===== src/rtl/pulse_capture_la.sv =====
// pulse_capture_la: measures high/low intervals of a pulse line and queues
// {level, width} records in a show-ahead FIFO drained by a pop strobe.
//
// Ports:
//   wb_clk_i    system clock, all logic on the rising edge
//   wb_rst_i    synchronous active-high reset
//   pulse_i     pulse line under test
//   arm_i       level; rising edge flushes and starts capture, low aborts
//   rd_i        pop strobe, one record per cycle while valid_o=1
//   data_o      FIFO head: [CNT_W] = level that ended, [CNT_W-1:0] = width
//   valid_o     FIFO not empty
//   busy_o      capture in progress (WAIT_EDGE or MEASURE)
//   overflow_o  sticky; a record was dropped on a full FIFO
//   done_o      MAX_REC records produced since the last arm
//
// Build option: define PULSE_CAPTURE_SYNC_EN to put a 2-flop synchronizer
// on pulse_i (one extra cycle of latency, same recorded widths).

module pulse_capture_la #(
    parameter int CNT_W   = 16,
    parameter int DEPTH   = 8,
    parameter int MAX_REC = 255
) (
    input  logic             wb_clk_i,
    input  logic             wb_rst_i,
    input  logic             pulse_i,
    input  logic             arm_i,
    input  logic             rd_i,
    output logic [CNT_W:0]   data_o,
    output logic             valid_o,
    output logic             busy_o,
    output logic             overflow_o,
    output logic             done_o
);

    localparam int AW    = $clog2(DEPTH);
    localparam int PW    = AW + 1;
    localparam int REC_W = (MAX_REC > 1) ? $clog2(MAX_REC + 1) : 1;
    localparam logic [REC_W-1:0] REC_LAST =
        REC_W'((MAX_REC > 0) ? MAX_REC - 1 : 0);

    typedef enum logic [1:0] {
        IDLE,
        WAIT_EDGE,
        MEASURE
    } state_t;

    state_t            state;
    logic              p_s;
    logic              p_d;
    logic              arm_q;
    logic [CNT_W-1:0]  cnt;
    logic [REC_W-1:0]  rec_cnt;
    logic [CNT_W:0]    mem [DEPTH];
    logic [PW-1:0]     wr_ptr;
    logic [PW-1:0]     rd_ptr;
    logic [PW-1:0]     fill;

    logic edge_det;
    logic arm_rise;
    logic push_req;
    logic full;
    logic pop;
    logic do_push;
    logic drop;

    // Input sampling; p_s is the last flop of the sampling path.
`ifdef PULSE_CAPTURE_SYNC_EN
    logic sync1;
    always_ff @(posedge wb_clk_i) begin
        if (wb_rst_i) begin
            sync1 <= 1'b0;
            p_s   <= 1'b0;
        end else begin
            sync1 <= pulse_i;
            p_s   <= sync1;
        end
    end
`else
    always_ff @(posedge wb_clk_i) begin
        if (wb_rst_i) p_s <= 1'b0;
        else          p_s <= pulse_i;
    end
`endif

    always_ff @(posedge wb_clk_i) begin
        if (wb_rst_i) begin
            p_d   <= 1'b0;
            arm_q <= 1'b0;
        end else begin
            p_d   <= p_s;
            arm_q <= arm_i;
        end
    end

    assign edge_det = p_s ^ p_d;
    assign arm_rise = arm_i & ~arm_q;

    // An abort (arm_i low) in the same cycle as an edge wins over the push.
    assign push_req = (state == MEASURE) & edge_det & arm_i;

    assign fill    = wr_ptr - rd_ptr;
    assign full    = (fill == PW'(DEPTH));
    assign valid_o = (wr_ptr != rd_ptr);
    assign pop     = rd_i & valid_o;
    // A pop frees the slot the simultaneous push needs.
    assign do_push = push_req & (~full | pop);
    assign drop    = push_req & full & ~pop;

    assign data_o = valid_o ? mem[rd_ptr[AW-1:0]] : '0;
    assign busy_o = (state != IDLE);

    always_ff @(posedge wb_clk_i) begin
        if (wb_rst_i) begin
            state   <= IDLE;
            cnt     <= '0;
            rec_cnt <= '0;
            done_o  <= 1'b0;
        end else if (arm_rise) begin
            state   <= WAIT_EDGE;
            cnt     <= '0;
            rec_cnt <= '0;
            done_o  <= 1'b0;
        end else if (!arm_i && state != IDLE) begin
            state <= IDLE;
        end else begin
            unique case (state)
                IDLE: ;
                WAIT_EDGE: begin
                    // The partial interval before the first edge is dropped.
                    if (edge_det) begin
                        cnt   <= CNT_W'(1);
                        state <= MEASURE;
                    end
                end
                MEASURE: begin
                    if (edge_det) begin
                        cnt     <= CNT_W'(1);
                        rec_cnt <= rec_cnt + 1'b1;
                        if (MAX_REC != 0 && rec_cnt == REC_LAST) begin
                            done_o <= 1'b1;
                            state  <= IDLE;
                        end
                    end else if (cnt != {CNT_W{1'b1}}) begin
                        cnt <= cnt + 1'b1;
                    end
                end
                default: state <= IDLE;
            endcase
        end
    end

    always_ff @(posedge wb_clk_i) begin
        if (wb_rst_i) begin
            wr_ptr     <= '0;
            rd_ptr     <= '0;
            overflow_o <= 1'b0;
        end else if (arm_rise) begin
            wr_ptr     <= '0;
            rd_ptr     <= '0;
            overflow_o <= 1'b0;
        end else begin
            if (do_push) wr_ptr <= wr_ptr + 1'b1;
            if (pop)     rd_ptr <= rd_ptr + 1'b1;
            if (drop)    overflow_o <= 1'b1;
        end
    end

    // Record stores the level that just ended, hence ~p_s.
    always_ff @(posedge wb_clk_i) begin
        if (do_push) mem[wr_ptr[AW-1:0]] <= {~p_s, cnt};
    end

endmodule


===== config.mk =====
export PLATFORM = sky130hd
export DESIGN_NAME = pulse_capture_la
export DESIGN_NICKNAME = d
export VERILOG_FILES = /design/src/rtl/pulse_capture_la.sv
export SDC_FILE = /design/constraint.sdc
export NUM_CORES = 1
export LEC_CHECK = 0
export CORE_MARGIN = 3
export CORE_UTILIZATION = 25
export CTS_BUF_LIST = sky130_fd_sc_hd__clkbuf_4 sky130_fd_sc_hd__clkbuf_8 sky130_fd_sc_hd__clkbuf_16
export CTS_CLUSTER_SIZE = 16
export DETAILED_ROUTE_END_ITERATION = 6
export HOLD_SLACK_MARGIN = 0.06
export PLACE_DENSITY = 0.38
export SLEW_MARGIN = 5
export SYNTH_ARGS = -nofsm -noshare
export SYNTH_HDL_FRONTEND = slang
export SYNTH_SLANG_ARGS = --single-unit

===== constraint.sdc =====
create_clock -name wb_clk_i -period 10.3 [get_ports wb_clk_i]
set_clock_uncertainty 0.05 [all_clocks]
set_input_delay 1.545 -clock wb_clk_i [delete_from_list [all_inputs] [get_ports wb_clk_i]]
set_output_delay 1.545 -clock wb_clk_i [all_outputs]
set_load 0.02 [all_outputs]

==> impl_metrics.py <==
metrics = {
    "logic_synthesis": {
        "syn_inst": 470,
        "async_flop_share_pct": 0,
        "synth_edf_count": 136,
        "ys_ff_latch": 178,
        "yosysWarnings": 0,
        "synth_top_area_share_pct": 55.4,
        "syn_area_um2": 7370,
        "synth.avg_cell_area_um2": 15.7,
        "ys_seq_area_share_pct": 66.8,
        "ys.flop_type": "edfxtp_1",
        "synthTopCellsByArea": "edfxtp_1 55%, dfxtp_1 11%, mux4_2 10%",
        "synth_nets": 486,
        "synth_area_leader_cell": "edfxtp_1",
        "synth_cell_types": 54,
    },
    "drt": {
        "drt.antenna.violating_nets": 0,
        "routed-via-count": 4023,
        "wl_per_cell_um": 17.8,
        "drt_wl_total_mm": 16.0,
        "post_drt_via_cell_ratio": 4.47,
        "first_pass_iters": 4,
        "drt_iter0_markers": 239,
        "drc": 0,
    },
    "floorplanning": {
        "num_rows": 62,
        "start_util_pct": 25.5,
        "fp.dieW_um": 178,
        "die_y_um": 178,
        "io_pins": 26,
        "die_area_um2": 31600,
        "core-area_um2": 28900,
    },
    "cells_and_area": {
        "finalNetCount": 518,
        "layout-drive-gt1-share_pct": 17.9,
        "area_growth_pct": 17.8,
    },
    "pwr": {
        "sw_frac_of_total_pct": 22.8,
        "power.net_switching_uw": 324,
        "ir_drop_uv": 81.7,
        "p_int_uw": 1100,
        "powerDensity_nw_per_um2": 164,
        "power_frac_clock_pct": 44.5,
        "seqPwrFrac_pct": 53.9,
        "leakagePower_uw": 0.00271,
        "p_comb_share_pct": 1.6,
    },
    "placement": {
        "gp_congestion": 0.700,
        "place.port_buffers": 25,
        "dp_hpwl_mm": 9.74,
    },
    "timing": {
        "holdWs_ps": 430,
        "hold_viol": 0,
        "relSlewSlack_pct": 31.6,
        "rsz0062_at_grt": "no",
        "worst_pin_slew_ps": 1030,
        "fmax_mhz": 222,
        "final.min_clock_period_ps": 4500,
        "setup_violations": 0,
        "finalSetupTns_ps": 0,
        "slew_violations": 0,
        "finalCritPeriodShare_pct": 43.7,
    },
    "cts": {
        "post_cts_buffers": 0,
        "ctsHoldBuffers": 0,
        "htreeDepth": 4,
        "cts_tree": "done",
        "cts_resized": 0,
        "cts_buffers": 17,
        "cts_sinks": 178,
        "clockRootBuffer": "clkbuf_16",
        "clkLatencyLatePin_ps": 420,
        "max-clock-path-buffers": 2,
        "clk_pin_slew_ps": 80,
    },
    "run": {
        "drv_cap": 0,
    },
    "global_routing": {
        "grt_pass1_wl_mm": 25.1,
        "gr-total-overflow": 0,
        "grt_pass1_vias": 4137,
        "grtUsageTotal_pct": 10.7,
        "antenna_found_initial": 0,
        "grt_max_degree": 35,
    },
    "critical_path": {
        "end_kind": "primary output",
        "worstSetupStartpointType": "register",
        "required_ps": 8710,
        "path_max_fanout": 31,
        "critPathKind": "reg2out",
        "crit_arrival_ps": 2910,
    },
    "run_status": {
        "status": "completed",
    },
    "worst_hold_path": {
        "hp-class": "reg2reg",
    },
}
[metrics by stage]
step	setup WS, ps	total power (µW)	util, %	instance area, µm²	cells
after detailed placement	5900	805	28.1	8100	867
after global placement	5950	804	28.1	8100	867
after floorplan	5730	798	-	7370	470
final	5800	1420	30.1	8680	900
after CTS	5660	1440	30.1	8680	899
after global routing	5540	1470	30.1	8680	899
[cells in the mapped netlist, drive strengths merged, types with 7 or more instances]
cell    number
buf         10
xor2        13
o21ai       14
and3         8
inv         14
nand3       10
edfxtp     136
clkbuf      11
nand2       16
or3          7
a21oi       17
ha          11
mux2i       20
nand4       11
mux4        34
dfxtp       42
nor2        41
[sequential cells by signal, summed over array words and instances (netlist names), 2 cells and up, named ones only]
register  count
mem         136
cnt          16
rec_cnt       8
state         2
rd_ptr        4
wr_ptr        4
[per-layer routing]
layer / wire length [µm] / GRT usage [%]
met3: 359 / 2.18
met5: 0 / 0
met1: 7870 / 14.9
met4: 145 / 2.95
met2: 7640 / 16.9
[logic make-up after synthesis]
| group | share of synthesized area, % |
|---|---|
| DFF | 66.8 |
| and+or+nand+nor | 8.98 |
| muxes | 13.1 |
| AOI/OAI and AO/OA | 4.82 |
| buffers and inverters | 2.16 |
| xor gates and xnor gates | 2.24 |
| adders and majority gates | 1.87 |
[worst max-delay path: stages (launching register included)]
cell             delay [ps]
dfxtp_2                 400
buf_4                   570
mux4_2                  590
mux2i_1                 250
nor2_1                   80
clkdlybuf4s50_1         580
[placed cells by master, fill, tap and decap left out, drive strengths merged, types with 13 or more instances in the layout]
| cell | count |
|---|---|
| nor2 | 41 |
| mux4 | 34 |
| mux2i | 20 |
| a21oi | 17 |
| clkdlybuf4s50 | 25 |
| xor2 | 13 |
| inv | 22 |
| edfxtp | 136 |
| clkbuf | 17 |
| o21ai | 14 |
| dfxtp | 42 |
| nand2 | 16 |
[final timing paths]
check                               start        end  slack [ps]  cells after the start
worst max-delay path             register  data_o[4]        5800                      5
worst min-delay path               done_o     done_o         430                      2
worst max register to register  wr_ptr[1]  mem[3][9]        6950                      6
worst min register to register     done_o     done_o         430                      2
[power groups by stage]
stage          Combinational, µW  Clock [µW]  Sequential (µW)
2_1_floorplan               16.9           0              781
3_3_place_gp                22.7           0              782
3_5_place_dp                22.8           0              782
4_1_cts                     22.9         654              765
5_1_grt                     25.5         683              766
6_report                    22.6         632              766
[area by class of cell]
class	instances	area (µm²)
multi-input cells	257	2320
clock buffers	17	425
clock inverters	15	158
flip-flops and latches	178	4930
diodes	1	2.50
fillers	2877	20200
inverters	14	52.6
well taps	384	480
repair buffers	34	318
Power figures use the tool's default switching activity.
